`src/rtl/knockout_pkg.sv`:
```
// Shared types and constants for the instruction knockout injector.
// Optional feature macro: KNOCKOUT_CNT_EN (adds the knocked_cnt output).
package knockout_pkg;

    localparam int unsigned INST_W = 32;

    // Default substituted word: RISC-V "addi x0, x0, 0".
    localparam logic [INST_W-1:0] NOP_DEFAULT = 32'h0000_0013;

    typedef enum logic [2:0] {
        ST_IDLE  = 3'd0,
        ST_ARMED = 3'd1,
        ST_DELAY = 3'd2,
        ST_KNOCK = 3'd3,
        ST_DONE  = 3'd4
    } state_t;

endpackage

```
`src/rtl/knockout_slice.sv`:
```
// Single-stage valid/ready register slice; ready depends only on the
// registered valid and the downstream ready, never on the upstream valid.
module knockout_slice
    import knockout_pkg::*;
#(
    parameter int unsigned W = INST_W
) (
    input  logic         clk,
    input  logic         rst,
    input  logic [W-1:0] in_data,
    input  logic         in_valid,
    output logic         in_ready,
    output logic [W-1:0] out_data,
    output logic         out_valid,
    input  logic         out_ready
);

    logic beat;

    assign in_ready = !out_valid | out_ready;
    assign beat     = in_valid & in_ready;

    // Load on an accepted beat, drain when the consumer takes the word.
    always_ff @(posedge clk or posedge rst) begin
        if (rst) begin
            out_valid <= 1'b0;
            out_data  <= '0;
        end else if (beat) begin
            out_valid <= 1'b1;
            out_data  <= in_data;
        end else if (out_ready) begin
            out_valid <= 1'b0;
        end
    end

endmodule

```
`src/rtl/knockout_injector.sv`:
```
// Instruction-stream knockout injector: after an armed trigger and a
// programmable number of accepted beats, replaces a programmable number of
// beats with NOP_INST.
// Optional feature macro: KNOCKOUT_CNT_EN adds knocked_cnt[15:0], a
// saturating count of replaced beats that survives re-arming.
module knockout_injector
    import knockout_pkg::*;
#(
    parameter logic [31:0] NOP_INST = NOP_DEFAULT,
    parameter int unsigned CNT_W    = 8
) (
    input  logic             clk,
    input  logic             rst,
    input  logic             arm,
    input  logic             trig,
    input  logic [CNT_W-1:0] cfg_delay,
    input  logic [CNT_W-1:0] cfg_len,
    input  logic [31:0]      in_inst,
    input  logic             in_valid,
    output logic             in_ready,
    output logic [31:0]      out_inst,
    output logic             out_valid,
    input  logic             out_ready,
    output logic             active,
    output logic             done
`ifdef KNOCKOUT_CNT_EN
    ,
    output logic [15:0]      knocked_cnt
`endif
);

    state_t           state;
    state_t           state_nxt;
    logic [CNT_W-1:0] cnt;
    logic [CNT_W-1:0] cnt_nxt;
    logic [CNT_W-1:0] cnt_inc;
    logic [CNT_W-1:0] sh_delay;
    logic [CNT_W-1:0] sh_delay_nxt;
    logic [CNT_W-1:0] sh_len;
    logic [CNT_W-1:0] sh_len_nxt;
    logic             beat;
    logic [31:0]      slice_data;

    assign beat    = in_valid & in_ready;
    assign cnt_inc = cnt + CNT_W'(1);

    // Payload substitution happens on the way into the register slice.
    assign slice_data = (state == ST_KNOCK) ? NOP_INST : in_inst;

    knockout_slice #(
        .W (32)
    ) u_slice (
        .clk       (clk),
        .rst       (rst),
        .in_data   (slice_data),
        .in_valid  (in_valid),
        .in_ready  (in_ready),
        .out_data  (out_inst),
        .out_valid (out_valid),
        .out_ready (out_ready)
    );

    // Next-state, counter and shadow-capture logic.
    always_comb begin
        state_nxt    = state;
        cnt_nxt      = cnt;
        sh_delay_nxt = sh_delay;
        sh_len_nxt   = sh_len;

        if (!arm) begin
            state_nxt = ST_IDLE;
            cnt_nxt   = '0;
        end else begin
            case (state)
                ST_IDLE: begin
                    state_nxt    = ST_ARMED;
                    cnt_nxt      = '0;
                    sh_delay_nxt = cfg_delay;
                    sh_len_nxt   = cfg_len;
                end
                ST_ARMED: begin
                    if (trig) begin
                        cnt_nxt = '0;
                        if (sh_delay != '0) begin
                            state_nxt = ST_DELAY;
                        end else if (sh_len != '0) begin
                            state_nxt = ST_KNOCK;
                        end else begin
                            state_nxt = ST_DONE;
                        end
                    end
                end
                ST_DELAY: begin
                    if (beat) begin
                        if (cnt_inc == sh_delay) begin
                            cnt_nxt   = '0;
                            state_nxt = (sh_len == '0) ? ST_DONE : ST_KNOCK;
                        end else begin
                            cnt_nxt = cnt_inc;
                        end
                    end
                end
                ST_KNOCK: begin
                    if (beat) begin
                        if (cnt_inc == sh_len) begin
                            cnt_nxt   = '0;
                            state_nxt = ST_DONE;
                        end else begin
                            cnt_nxt = cnt_inc;
                        end
                    end
                end
                ST_DONE: begin
                    state_nxt = ST_DONE;
                end
                default: begin
                    state_nxt = ST_IDLE;
                    cnt_nxt   = '0;
                end
            endcase
        end
    end

    // State, counter, shadow and status registers.
    always_ff @(posedge clk or posedge rst) begin
        if (rst) begin
            state    <= ST_IDLE;
            cnt      <= '0;
            sh_delay <= '0;
            sh_len   <= '0;
            active   <= 1'b0;
            done     <= 1'b0;
        end else begin
            state    <= state_nxt;
            cnt      <= cnt_nxt;
            sh_delay <= sh_delay_nxt;
            sh_len   <= sh_len_nxt;
            active   <= (state_nxt == ST_KNOCK);
            done     <= (state_nxt == ST_DONE);
        end
    end

`ifdef KNOCKOUT_CNT_EN
    // Saturating lifetime count of replaced beats; only reset clears it.
    always_ff @(posedge clk or posedge rst) begin
        if (rst) begin
            knocked_cnt <= 16'h0000;
        end else if (beat && (state == ST_KNOCK) && (knocked_cnt != 16'hFFFF)) begin
            knocked_cnt <= knocked_cnt + 16'h0001;
        end
    end
`endif

endmodule

```
`config.mk`:
```
export PLATFORM = sky130hd
export DESIGN_NAME = knockout_injector
export DESIGN_NICKNAME = d
export VERILOG_FILES = /design/src/rtl/knockout_pkg.sv /design/src/rtl/knockout_slice.sv /design/src/rtl/knockout_injector.sv
export SDC_FILE = /design/constraint.sdc
export NUM_CORES = 1
export LEC_CHECK = 0
export ABC_AREA = 0
export ABC_CLOCK_PERIOD_IN_PS = 2000
export BUFFER_PORTS_ARGS = -buffer_cell sky130_fd_sc_hd__buf_2
export CORE_MARGIN = 3
export CORE_UTILIZATION = 46
export DETAILED_ROUTE_END_ITERATION = 8
export HOLD_SLACK_MARGIN = 0.12
export PLACE_DENSITY = 0.75
export SYNTH_ARGS = -nofsm -noshare
export SYNTH_HDL_FRONTEND = slang
export SYNTH_SLANG_ARGS = --single-unit
```
`constraint.sdc`:
```
create_clock -name clk -period 2 [get_ports clk]
set_input_delay 0.2 -clock clk [delete_from_list [all_inputs] [get_ports clk]]
set_output_delay 0.2 -clock clk [all_outputs]
set_load 0.01 [all_outputs]
```
==> reports/results.ini, run 1 <==
[clock_network]
cts_tree=yes
clock_latency_ns=0.33
path_clk_slew_ns=0.07
cts_buffer_depth=2
cts-htree-levels=3
cts_made_buffers=9
clock-sinks=62
root_buffer=clkbuf_8

[timing]
worstMarginPinSlew_ns=0.751
slew_viol_final=0
hold_viol=0
clock.fmax_ghz=0.461
setup_viol=13
setup_tns_ns=-1.08
fin_worst_skew_ns=0.00565
rsz0062_at_grt=true
setup_slack_ns=-0.168
period_share_pct=108
fin_hold_ws_ns=0.153
finalCriticalPeriod_ns=2.17
slew_headroom_pct=49.8

[pwr]
p_int_mw=2.35
pwr-share-seq_pct=47.3
clkPwrFrac_pct=28.4
peakVddDrop_mv=0.540
leakage_nw=2.12
p_comb_share_pct=24.4
power_density_nw_per_um2=741
fin_total_pwr_mw=3.37
p_sw_mw=1.02
swShare_pct=30.4

[grt]
grt_start_max_net_pins=54
grt_pass1_vias=2835
antenna_found_initial=0
grtUsageTotal_pct=23.4
overflow=0
grt_pass1_wl_um=13600

[route]
via_per_inst=5.67
wl_um=9620
first_pass_iters=4
post_drt_wl_per_cell_um=19.4
routed-via-count=2813
drtIter0Drc=224
drc=0
antenna_left=0

[yosys]
syn_nets=314
ys_warn_count=0
yosys_register_bits=62
synthArstFlopShare_pct=100
synth_edf_count=0
synth_top_cell_by_area=dfrtp_1
seq_area_frac_synth_pct=51.6
synth_cell_types=47
syn_avg_cell_area_um2=11.6
netlist_instances=259
ys.flop_type=dfrtp_1
synth_area_leaders=dfrtp_1 (52%), a22o_1 (8.7%), mux2_2 (6.0%)
post-synth-top-area-fraction_pct=51.6
syn_area_um2=3010

[critical_path]
end_kind=register
reg2reg_from=cnt[7]
reg2reg_depth=8
cp-start-kind=register
crit_type=register to register
critPathArrivalTime_ns=2.38
crit_fanout=4
r2r_slack_ns=-0.17
cp.required_ns=2.21
r2r-end=state[1]

[placement]
dp_cells=421
gp_congestion=0.978
dpl-instance-area_um2=3610
dpl.hpwl_um=5210
numPortBuffers=89

[min_path]
hp-start=trig
hold_class=primary input to register
min_path_cells=3
min_to=active

[die]
io_pins=90
die_y_um=86.9
core.rowCount=28
die_area_um2=7550
die_w_um=86.9
start_util_pct=49.1
coreArea_um2=6130

[cells_and_area]
final_cell_mix=buf_2 (89), dfrtp_1 (61), dlygate4sd3_1 (50), a22o_1 (30), buf_4 (24)
area_growth_pct=51.2
n_antenna_cell=0
fin_area_um2=4550
drive_gt1_share_pct=42.5
fillers=354
final_common_cell=buf_2
fin_cells=496
final_nets=472

[job]
max-cap-violations=0

[run_status]
outcome=complete, but fails checks
violations=negative setup slack

==> area by class of cell <==
| cell class | count | area, µm² | area share (%) |
|---|---|---|---|
| Timing Repair Buffer | 166 | 1180 | 25.9 |
| Sequential cell | 62 | 1550 | 34.1 |
| Tap cell | 75 | 93.8 | 2.06 |
| Inverter | 3 | 11.3 | 0.248 |
| Clock buffer | 11 | 141 | 3.11 |
| Multi-Input combinational cell | 175 | 1550 | 34.0 |
| Clock inverter | 4 | 23.8 | 0.523 |
==> cell usage after synthesis (2+ instances only) <==
| cell | number |
|---|---|
| dfrtp_1 | 62 |
| a22o_1 | 30 |
| nand2_1 | 19 |
| mux2_2 | 16 |
| xnor2_1 | 13 |
| clkbuf_1 | 9 |
| o21ai_0 | 8 |
| and2_1 | 7 |
| nand2b_1 | 7 |
| nor2_1 | 7 |
| nand3_1 | 6 |
| nor2b_1 | 6 |
| xor2_1 | 5 |
| buf_2 | 4 |
| nand4_1 | 4 |
| nor4_1 | 4 |
| o22a_1 | 4 |
| a2111o_1 | 3 |
| a21o_1 | 3 |
| inv_1 | 3 |
| nor3b_1 | 3 |
| a2111oi_1 | 2 |
| and3_4 | 2 |
| buf_1 | 2 |
| buf_4 | 2 |
| buf_6 | 2 |
| nor3_1 | 2 |
| o2111a_1 | 2 |
| or2_2 | 2 |
| or3_1 | 2 |
| xnor3_1 | 2 |
==> worst max-delay path: stages, from the launching register on <==
cell	delay [ns]
dfrtp_1	0.43
buf_4	0.17
xor2_2	0.16
nor3b_2	0.26
o21ai_2	0.12
nor4_4	0.44
buf_4	0.21
o2111a_1	0.18
nor3_1	0.06
==> logic make-up (layout without fill, tap and decap cells) <==
logic type                 count (synthesis)  after routing  share of synthesized area, %
xor gates and xnor gates                  20             20                          6.74
DFF                                       62             62                          51.6
and+or+nand+nor                           77             77                          14.9
muxes                                     16             16                          5.99
adders and majority gates                  1              1                         0.416
buffers and inverters                     22            184                          3.66
AOI/OAI and AO/OA                         61             61                          16.7
==> power groups by stage <==
stage          clock (mW)  sequential, mW  combinational [mW]
2_1_floorplan           0            1.59               0.384
3_3_place_gp            0            1.58               0.648
3_5_place_dp            0            1.58               0.668
4_1_cts             0.959            1.56               0.740
5_1_grt              1.02            1.61               0.882
6_report            0.957            1.59               0.821
==> routing by layer <==
| metal | share of wire [%] | global-route usage [%] |
|---|---|---|
| met2 | 53 | 40.2 |
| met5 | 0 | 0 |
| met3 | 5.1 | 5.68 |
| met1 | 39 | 28.0 |
| met4 | 3.0 | 9.77 |
==> flip-flops by register name, summed over array words and instances (netlist names) <==
signal,flops
sh_len,8
state,3
active,1
cnt,8
u_slice.out_data,32
u_slice.out_valid,1
sh_delay,8
done,1
==> metrics by stage <==
stage          util, %  setup slack [ns]
2_1_floorplan        -            0.0190
3_3_place_gp      58.8            0.0162
3_5_place_dp      58.8           -0.0488
4_1_cts           70.1           0.00296
5_1_grt           74.2            -0.225
6_report          74.2            -0.168
==> repair_timing <==
action / in CTS / in global routing
hold endpoints to repair: 111 / 0
setup endpoints to repair: 5 / 42
setup buffers: 2 / 8
hold buffers: 50 / 0
resized for setup: 2 / 30
pin swaps: 1 / 20
==> worst max-delay path by stage <==
stage	start	endpoint	slack (ns)	depth (start not counted)
final	cnt[7]	state[1]	-0.17	8
after global routing	cnt[7]	state[1]	-0.22	8
after CTS	cnt[0]	cnt[4]	0.003	7
after detailed placement	cnt[0]	cnt[4]	-0.05	7
after global placement	cnt[0]	cnt[0]	0.02	7
after floorplan	cnt[1]	cnt[4]	0.02	8
Power figures use the tool's default switching activity.
==> run 2, diff against run 1 <==
--- a/config.mk
+++ b/config.mk
@@ -8,11 +8,13 @@
 export ABC_AREA = 0
 export ABC_CLOCK_PERIOD_IN_PS = 2000
 export BUFFER_PORTS_ARGS = -buffer_cell sky130_fd_sc_hd__buf_2
+export CELL_PAD_IN_SITES_DETAIL_PLACEMENT = 0
+export CELL_PAD_IN_SITES_GLOBAL_PLACEMENT = 2
 export CORE_MARGIN = 3
-export CORE_UTILIZATION = 46
+export CORE_UTILIZATION = 29
 export DETAILED_ROUTE_END_ITERATION = 8
 export HOLD_SLACK_MARGIN = 0.12
-export PLACE_DENSITY = 0.75
+export PLACE_DENSITY_LB_ADDON = 0.1
 export SYNTH_ARGS = -nofsm -noshare
 export SYNTH_HDL_FRONTEND = slang
 export SYNTH_SLANG_ARGS = --single-unit
==> reports/results.ini, run 2 (synthesis gave the netlist of run 1 again) <==
[timing]
clock.fmax_ghz=0.509  ; +10%
setup_viol=0  ; -13
setup_tns_ns=0  ; +1.08 ns
slew_viol_final=0  ; unchanged
finalCriticalPeriod_ns=1.97  ; -0.203 ns
fin_hold_ws_ns=0.144  ; -0.00898 ns
setup_slack_ns=0.0347  ; +0.203 ns
rsz0062_at_grt=true
slew_headroom_pct=69.5  ; +20 points
fin_worst_skew_ns=0.0124  ; +0.00676 ns
hold_viol=0  ; unchanged
worstMarginPinSlew_ns=0.456  ; -0.295 ns
period_share_pct=98.3  ; -10 points

[placement]
dpl-instance-area_um2=3780  ; +4.8%
dpl.hpwl_um=6110  ; +17%
gp_congestion=0.830  ; -15%
dp_slack_ns=-0.0831  ; -0.0343 ns
numPortBuffers=89  ; unchanged
dp_cells=494  ; +17%

[run_status]
outcome=completed

[critical_path]
cp-start-kind=register
end_kind=register
crit_path_max_incr_delay_ns=0.43  ; about the same
timing.critical_path.mode_cell=nor3_2
critPathArrivalTime_ns=2.20  ; -0.18 ns
r2r-end=cnt[0]
cp.required_ns=2.23  ; +0.02 ns
reg2reg_from=cnt[0]
path_cells=ha_4 -> xor2_2 -> nor3_2 -> nand3_2 -> nor4_4 -> buf_4 -> nor3_2 -> mux2_2
crit_type=register to register
critical_path.slowest_cell=dfrtp_1
r2r_slack_ns=0.03  ; +0.20 ns
crit_fanout=6  ; +2
reg2reg_depth=8  ; unchanged

[clock_network]
cts-htree-levels=3  ; unchanged
root_buffer=clkbuf_8
cts_buffer_depth=2  ; unchanged
cts_made_buffers=9  ; unchanged
clock_latency_ns=0.35  ; +0.02 ns
path_clk_slew_ns=0.07  ; about the same
cts_tree=yes
clock-sinks=62  ; unchanged

[route]
wl_met1_um=3990  ; +6.1%
wl_met2_um=4140  ; -18%
via_per_inst=4.70  ; -17%
routed.top_layer=met4
drc=0  ; unchanged
drtIter0Drc=59  ; -74%
first_pass_iters=4  ; unchanged
wl_um=8630  ; -10%
antenna_left=0  ; unchanged
routed-via-count=2644  ; -6.0%
post_drt_wl_per_cell_um=15.4  ; -21%
wl_met3_um=346  ; -30%

[die]
core.rowCount=36  ; +29%
start_util_pct=30.4  ; -19 points
coreArea_um2=9910  ; +62%
die_y_um=108  ; +24%
die_w_um=108  ; +24%
io_pins=90  ; unchanged
die_area_um2=11600  ; +54%

[cells_and_area]
final_cell_mix=buf_2 (89), dfrtp_1 (58), dlygate4sd3_1 (50), buf_4 (32), a22o_1 (30)
n_antenna_cell=0  ; unchanged
fin_area_um2=4640  ; +2.1%
fin_cells=562  ; +13%
largest_register_ffs=32  ; unchanged
final_nets=479  ; +1.5%
final_common_cell=buf_2
fillers=938  ; +160%
area_growth_pct=54.4
final_core_util_pct=46.9  ; -27 points
max_flop_register=u_slice.out_data
drive_gt1_share_pct=43.4  ; +0.84 points

[pwr]
fin_total_pwr_mw=3.54  ; +5.0%
peakVddDrop_mv=0.392  ; -27%
power_density_nw_per_um2=762  ; +2.8%
leakage_nw=2.15  ; +1.1%

[grt]
grt_pass1_wl_um=14400  ; +6.2%
antenna_found_initial=0  ; unchanged
overflow=0  ; unchanged
grtUsageTotal_pct=16.0  ; -7.4 points
grt_start_max_net_pins=30  ; -44%
grt_pass1_vias=2758  ; -2.7%

[min_path]
min_path_cells=3  ; unchanged
min_to=active
hp-start=trig
hold_class=primary input to register

[job]
max-cap-violations=0  ; unchanged

==> run 2: cell types whose count changed in the layout (fill, tap and decap cells not counted), sizes merged <==
cell and change:
clkinvlp +1, clkbuf -1, buf +7, inv +1, bufinv +1, clkinv -1
==> run 2: final cells by class <==
cell class | instances | area, µm² | share of cell area, %
clock inverter | 6 | 68.8 | 1.48
tap | 133 | 166 | 3.58
clock buffer | 10 | 138 | 2.96
sequential | 62 | 1560 | 33.5
inverter | 3 | 11.3 | 0.243
multi-input combinational | 175 | 1490 | 32.0
timing repair buffer | 173 | 1220 | 26.2
==> run 2: how the worst max path moves through the flow <==
stage / startpoint / endpoint / slack [ns] / cells past startpoint
2_1_floorplan: cnt[1] / cnt[4] / 0.02 / 8
3_3_place_gp: cnt[1] / cnt[0] / -0.01 / 8
3_5_place_dp: cnt[1] / cnt[4] / -0.08 / 7
4_1_cts: cnt[5] / cnt[0] / -0.02 / 6
5_1_grt: cnt[0] / cnt[0] / -0.04 / 8
6_report: cnt[0] / cnt[0] / 0.03 / 8
==> run 2: timing repair <==
action,CTS,global route
pin swaps,0,13
hold buffers,50,0
setup buffers,0,2
endpoints found under the hold margin,67,0
endpoints found under the setup margin,10,13
gates resized for setup,11,18
==> run 2: worst max-delay path: cells and delay by family, from the launching register on <==
kind                       cells  cell delay (ns)
buffers and inverters          1             0.20
adders and majority gates      1             0.28
and+or+nand+nor                4             0.54
xor gates and xnor gates       1             0.14
DFF                            1             0.43
muxes                          1             0.25
==> run 2: power breakdown <==
group          internal [mW]  leakage [nW]  total, mW  switching (mW)
logic                  0.458          1.28      0.804           0.346
registers               1.42         0.762       1.57           0.144
clock network          0.616         0.103       1.17           0.551
==> run 2: metal layers <==
layer,vias to the layer above,track usage [%]
met2,65,24.5
met3,12,3.60
li1,1280,-
met4,0,6.04
met5,-,0
met1,1287,22.1
